`src/rtl/backoff_counter.sv`:
```
// Per-AC backoff slot counter: contention-window exponent tracking, LFSR-based
// random backoff draw, and per-slot decrement with an expiry pulse.
module backoff_counter #(
    parameter logic [15:0] LFSR_SEED  = 16'hACE1,
    parameter logic [3:0]  CW_EXP_RST = 4'd4
) (
    input  logic        macCoreClk,
    input  logic        macCoreClkHardRst_n,
    input  logic        macCoreClkSoftRst_n,
    input  logic [3:0]  cwMin,
    input  logic [3:0]  cwMax,
    input  logic        backoffCntLoad,
    input  logic        backoffCntEnable,
    input  logic        tickSlot_p,
    input  logic        txFailed_p,
    input  logic        txSuccessful_p,
    input  logic        retryLTReached_p,
    input  logic        swCntWrEn,
    input  logic [15:0] swCntWrData,
    output logic [15:0] backoffCnt,
    output logic [3:0]  cwExp,
    output logic        backoffExpired_p
);

    localparam int unsigned CNT_W = 16;
    localparam int unsigned EXP_W = 4;
    localparam logic [CNT_W-1:0] LFSR_TAPS = 16'hB400;

    logic [CNT_W-1:0] lfsr;
    logic [CNT_W-1:0] lfsrNext_c;
    logic [EXP_W-1:0] cwMinEff_c;
    logic [EXP_W:0]   cwExpInc_c;
    logic [EXP_W-1:0] cwExpNext_c;
    logic [CNT_W-1:0] cwMask_c;
    logic [CNT_W-1:0] backoffCntNext_c;
    logic             expiredNext_c;

    // Next CW exponent; the failure path widens by one bit so 15+1 cannot wrap
    always_comb begin
        cwMinEff_c  = (cwMin < cwMax) ? cwMin : cwMax;
        cwExpInc_c  = (EXP_W+1)'(cwExp) + (EXP_W+1)'(1);
        cwExpNext_c = cwExp;
        if (txSuccessful_p || retryLTReached_p) begin
            cwExpNext_c = cwMinEff_c;
        end else if (txFailed_p) begin
            cwExpNext_c = (cwExpInc_c > (EXP_W+1)'(cwMax)) ? cwMax : EXP_W'(cwExpInc_c);
        end
        cwMask_c = CNT_W'((17'd1 << cwExpNext_c) - 17'd1);
    end

    // LFSR step and counter next-state; load uses this cycle's CW update
    always_comb begin
        lfsrNext_c       = lfsr[0] ? ((lfsr >> 1) ^ LFSR_TAPS) : (lfsr >> 1);
        backoffCntNext_c = backoffCnt;
        expiredNext_c    = 1'b0;
        if (swCntWrEn) begin
            backoffCntNext_c = swCntWrData;
        end else if (backoffCntLoad) begin
            backoffCntNext_c = lfsr & cwMask_c;
        end else if (backoffCntEnable && tickSlot_p && (backoffCnt != '0)) begin
            backoffCntNext_c = backoffCnt - CNT_W'(1);
            expiredNext_c    = (backoffCnt == CNT_W'(1));
        end
    end

    always_ff @(posedge macCoreClk or negedge macCoreClkHardRst_n) begin
        if (!macCoreClkHardRst_n) begin
            lfsr             <= LFSR_SEED;
            cwExp            <= CW_EXP_RST;
            backoffCnt       <= '0;
            backoffExpired_p <= 1'b0;
        end else if (!macCoreClkSoftRst_n) begin
            lfsr             <= LFSR_SEED;
            cwExp            <= CW_EXP_RST;
            backoffCnt       <= '0;
            backoffExpired_p <= 1'b0;
        end else begin
            lfsr             <= lfsrNext_c;
            cwExp            <= cwExpNext_c;
            backoffCnt       <= backoffCntNext_c;
            backoffExpired_p <= expiredNext_c;
        end
    end

endmodule
```
`config.mk`:
```
export PLATFORM = sky130hd
export DESIGN_NAME = backoff_counter
export DESIGN_NICKNAME = d
export VERILOG_FILES = /design/src/rtl/backoff_counter.sv
export SDC_FILE = /design/constraint.sdc
export NUM_CORES = 1
export LEC_CHECK = 0
export CAP_MARGIN = 0
export CORE_MARGIN = 8
export CORE_UTILIZATION = 52
export DETAILED_ROUTE_END_ITERATION = 8
export GPL_TIMING_DRIVEN = 1
export PLACE_DENSITY_LB_ADDON = 0.3
export SYNTH_ARGS = -nofsm -noshare
export SYNTH_HDL_FRONTEND = slang
export SYNTH_SLANG_ARGS = --single-unit
```
`constraint.sdc`:
```
create_clock -name macCoreClk -period 5.3 [get_ports macCoreClk]
set_input_delay 0.795 -clock macCoreClk [delete_from_list [all_inputs] [get_ports macCoreClk]]
set_output_delay 0.795 -clock macCoreClk [all_outputs]
set_load 0.05 [all_outputs]
```
# Word-level counts from Yosys, hierarchy flattened
# Index checks and enable logic that the tools add are counted.
classes:
  addsub: 3
  magnitude_cmp: 2
  eq_ne: 2
  shifts: 1
  mux: 15
  bitwise: 2
  n_reduce_logical: 4
ops:
  columns: ["op", "n"]
  rows:
  - ["$mux W16", 6]
  - ["$sub A16 B1 Y16 const B", 2]
  - ["$mux W4", 5]
  - ["$and A16 B16 Y16", 1]
  - ["$eq A16 B1 Y1 const B", 1]
  - ["$reduce_bool A16 Y1", 1]
  - ["$shl A1 B4 Y16 const A", 1]
  - ["$add A4 B1 Y5 const B", 1]
  - ["$gt A5 B4 Y1", 1]
  - ["$lt A4 B4 Y1", 1]
  - ["$mux W1", 4]
  - ["$ne A4 B1 Y1 const B", 1]
  - ["$not A3 Y4", 1]
  - ["$logic_and A1 B1 Y1", 2]
  - ["$logic_or A1 B1 Y1", 1]
totals:
  regBits: 37
  inputBits: 34
  output_inout_bits: 21
  elab_cells: 33

# Logic depth before layout (Yosys ltp)
logic_depth:
  word_depth: 11
  depth_mapped: 16
  mapped_depth_nobuf: 16

# Worst setup path before layout
# No wires, ideal clock.
synth_path:
  kind: "register -> register"
  from: "register cwExp[0]"
  to: "register backoffCnt[6]"
  setup_ns: 0.086
  arrival_ns: 4.102
  required_time_ns: 5.214
  slack_ns: 1.112
  path_stages_with_launch: 14
  n_path_buf: 0
  synth_period_minus_slack_ns: 4.188
  cell_sequence: "dfrtp_1 ha_1 xor2_1 ha_1 and4_1 a21oi_1 a21oi_4 nor3b_1 o41a_4 or4_1 ha_1 or3_1 a211o_1 a32oi_2"
synth_via:
  elab_chain_cells: 11
synth_lines:
  columns: ["item", "line_no", "text"]
  rows:
  - ["start, declared", "21", "output logic [3:0] cwExp,"]
  - ["start signal, assigned", "79", "cwExp <= cwExpNext_c;"]
  - ["$add A4 B1 Y5", "41", "cwExpInc_c = (EXP_W+1)'(cwExp) + (EXP_W+1)'(1);"]
  - ["$gt A5 B4 Y1", "46", "cwExpNext_c = (cwExpInc_c > (EXP_W+1)'(cwMax)) ? cwMax : EXP_W'(cwExpInc_c);"]
  - ["$mux W4", "46", null]
  - ["$mux W4 (*)", "45", "end else if (txFailed_p) begin"]
  - ["$mux W4 (*)", "43", "if (txSuccessful_p || retryLTReached_p) begin"]
  - ["$shl A1 B4 Y16 (*)", "48", "cwMask_c = CNT_W'((17'd1 << cwExpNext_c) - 17'd1);"]
  - ["$sub A16 B1 Y16 (*)", "48", null]
  - ["$and A16 B16 Y16 (*)", "59", "backoffCntNext_c = lfsr & cwMask_c;"]
  - ["$mux W16 (*)", "58", "end else if (backoffCntLoad) begin"]
  - ["$mux W16 (*)", "56", "if (swCntWrEn) begin"]
  - ["$mux W16 (*)", "72", "end else if (!macCoreClkSoftRst_n) begin"]
  - ["end signal, assigned", "80", "backoffCnt <= backoffCntNext_c;"]
  - ["end, declared", "20", "output logic [15:0] backoffCnt,"]
# Mark *: on every way between the ends. The rest lies on a longest branch, timed or not.
# A chain may end at the register's enable or synchronous reset.

# Worst setup path in the final report
layout_path:
  from: "input cwMax[1]"
  to: "register backoffCnt[6]"
layout_via:
  elab_chain_cells: 10
  elab_cells_between_ends: 12
  classes_between: "add/sub: 1; order compare: 2; shift: 1; mux: 7; bitwise: 1"
layout_lines:
  columns: ["item", "line_no", "text"]
  rows:
  - ["start, declared", "11", "input logic [3:0] cwMax,"]
  - ["$gt A5 B4 Y1", "46", null]
  - ["$mux W4", "46", null]
  - ["$mux W4", "45", null]
  - ["$mux W4 (*)", "43", null]
  - ["$shl A1 B4 Y16 (*)", "48", null]
  - ["$sub A16 B1 Y16 (*)", "48", null]
  - ["$and A16 B16 Y16 (*)", "59", null]
  - ["$mux W16 (*)", "58", null]
  - ["$mux W16 (*)", "56", null]
  - ["$mux W16 (*)", "72", null]
# Marked as above.

==> flow_metrics.tcl <==
set metrics [dict create \
    status "completed" \
    antenna_found_initial 0 \
    power_frac_comb 0.393 \
    cts_resized 0 \
    async_reset_ff_frac 1.000 \
    seq_area_frac_synth 0.3414 \
    die_height_um 88.66 \
    switchingPower_uw 353.0 \
    cp_slowest_stage_delay_ns 0.58 \
    reg2reg_slack_ns 0.87 \
    postPlaceCellArea_um2 3348 \
    rr_worst_depth 13 \
    power_leakage_nw 1.373 \
    io_pins 55 \
    critPathTopFamily "simple AND/OR/NAND/NOR gates" \
    crit_end "backoffCnt[6]" \
    critPathMaxFanout 16 \
    wl_per_cell_um 17.51 \
    startpoint_type "input port" \
    switching_share 0.3921 \
    drc_errors 0 \
    setup_viol 0 \
    synth-edff-count 0 \
    portBuffers 54 \
    core_um2 5107 \
    initial_core_util 0.5375 \
    grt_use_total 0.2049 \
    cap_violations 0 \
    criticalPathCategory "input port to register" \
    cts_tree "done" \
    cts_max_level 2 \
    hold_path_depth 1 \
    critPathRequiredTime_ns 5.50 \
    dieArea_um2 7860 \
    syn_to_final_growth_pct 25.39 \
    yosys-top-cells-count "nand2_1 (29), dfrtp_1 (28), nor2_1 (25)" \
    cp.arrival_ns 4.88 \
    final_cell_area_um2 3442 \
    clockBufferDepth 2 \
    utilization 0.6739 \
    dr.pass1.iters 4 \
    cp_cell_sequence "clkdlybuf4s50_1, inv_1, ha_1, nor2b_4, or4_4, a21oi_4, nor2_1, o41a_4, or4_1, ha_1, or3_1, a211o_1, a32oi_2" \
    r2r-end "backoffCnt[6]" \
    p_seq_frac 0.376 \
    layout-drive-gt1-share 0.09115 \
    cts-hold-fix-buffers 0 \
    slew_viol_final 0 \
    cts_root_buffer "clkbuf_8" \
    skew_ns 0.002188 \
    synthTopCellsByArea "dfrtp_1 (26%), dfstp_2 (8.6%), ha_1 (5.5%)" \
    fin_nets 418 \
    synth_seq_cells 37 \
    yosysMostFrequentCell "nand2_1" \
    syn_area_um2 2745 \
    first_global_vias 2611 \
    syn_nets 367 \
    clock_sink_count 37 \
    first_iter_violations 228 \
    crit_path_end_kind "register" \
    numCtsBuffers 5 \
    slew_headroom 0.4488 \
    rr_startpoint "cwExp[0]" \
    postSynthCellCount 321 \
    gp_congestion 0.8594 \
    crit_cells 13 \
    yosysTopAreaCell "dfrtp_1" \
    critPathLaunch "cwMax[1]" \
    rsz0062_at_grt "false" \
    hold_violations 0 \
    path_clk_slew_ns 0.08 \
    synth_cell_types 60 \
    min_period_ns 4.680 \
    totalWireLength_um 7755 \
    synth_ff_type "dfrtp_1" \
    hpwl_um 5799 \
    ir_worst_vdd_v 0.0001710 \
    max_freq_mhz 213.7 \
    syn_area_per_cell_um2 8.552 \
    overflow 0 \
    synth_warnings 0 \
    cp_common_cell "ha_1" \
    p_int_uw 547.2 \
    slowest_stage "or4_1" \
    vias 2697 \
    hp-class "register to register" \
    viasPerCell 6.088 \
    grt_first_pass_wirelength_um 12830 \
    finalPower_uw 900.1 \
    postRouteAntennaNets 0 \
    period_share 0.8830 \
    die_w_um 88.66 \
    clk_latency_ns 0.29 \
    power_frac_clock 0.231 \
    rows 26 \
    p_per_area_nw_per_um2 261.5 \
    diodes 0 \
    post_cts_buffers 0 \
    grt_max_degree 39 \
    setup_tns_ns 0 \
    cp.buffers_inverters 2 \
    synth_top_area_share 0.2552 \
    tightest_slew_ns 0.8268 \
]
==> power groups by stage <==
| stage | registers (mW) | logic (mW) | clock network, mW |
|---|---|---|---|
| 6_report | 0.339 | 0.354 | 0.208 |
| 5_1_grt | 0.342 | 0.384 | 0.225 |
| 4_1_cts | 0.338 | 0.351 | 0.214 |
| 3_5_place_dp | 0.344 | 0.349 | 0 |
| 3_3_place_gp | 0.343 | 0.344 | 0 |
| 2_1_floorplan | 0.386 | 0.191 | 0 |
==> final cells by class <==
type | count | area (um^2)
clock buffer | 5 | 68.82
clock inverter | 3 | 25.02
fill | 449 | 1665
inverter | 11 | 41.29
multi-input combinational | 257 | 1702
sequential | 37 | 937.1
tap | 70 | 87.58
timing repair buffer | 60 | 580.6
==> worst min path at each step <==
stage | startpoint | endpoint | slack, ns
3_3_place_gp | lfsr[1] | lfsr[0] | 0.46
6_report | lfsr[1] | lfsr[0] | 0.50
5_1_grt | lfsr[7] | lfsr[6] | 0.52
4_1_cts | lfsr[9] | lfsr[8] | 0.51
2_1_floorplan | lfsr[8] | lfsr[7] | 0.44
3_5_place_dp | lfsr[9] | lfsr[8] | 0.48
==> placed cells by master, fill, tap and decap left out, types with 4 or more instances in the layout <==
master and instances:
xor2_1 7, mux2i_1 5, nand2b_1 7, nand2_1 29, clkbuf_8 5, inv_1 9
o31ai_1 4, ha_1 12, nand3_1 17, buf_4 6, dfstp_2 9, a21oi_1 11
xnor2_1 11, o21ai_0 13, and2_1 12, clkdlybuf4s50_1 53, dfrtp_1 28, nor2_1 25
o211ai_1 6, o21a_1 6, o21ai_1 8, nand4_1 7, nor4_1 4, a31oi_1 5
nor3_1 13, or3_1 4
==> per-stage QoR <==
step / setup slack, ns / cells / hold slack [ns]
4_1_cts: 0.6629 / 443 / 0.5093
3_3_place_gp: 0.4877 / 435 / 0.4624
2_1_floorplan: 1.112 / 321 / 0.4368
6_report: 0.6202 / 443 / 0.4963
5_1_grt: 0.3649 / 443 / 0.5182
3_5_place_dp: 0.3697 / 435 / 0.4807
==> metal layers <==
layer,wire (um),GRT usage,part of all wire
met1,3347,0.2716,0.43
met2,3615,0.3228,0.47
met3,663,0.04550,0.085
met4,128,0.05991,0.017
met5,0,0,0
==> flip-flops by register name, indices dropped and copies added (netlist names) <==
name,cells
backoffCnt,16
lfsr,16
cwExp,4
backoffExpired_p,1
==> kinds of logic after synthesis <==
family	Yosys count	share of synthesized area
compound gates	86	0.2325
xor+xnor	18	0.05743
fa+ha+maj	12	0.05469
buf+inv	27	0.03874
flops	37	0.3414
mux	5	0.01823
simple gates	136	0.2571
(Power assumes the default switching activity.)
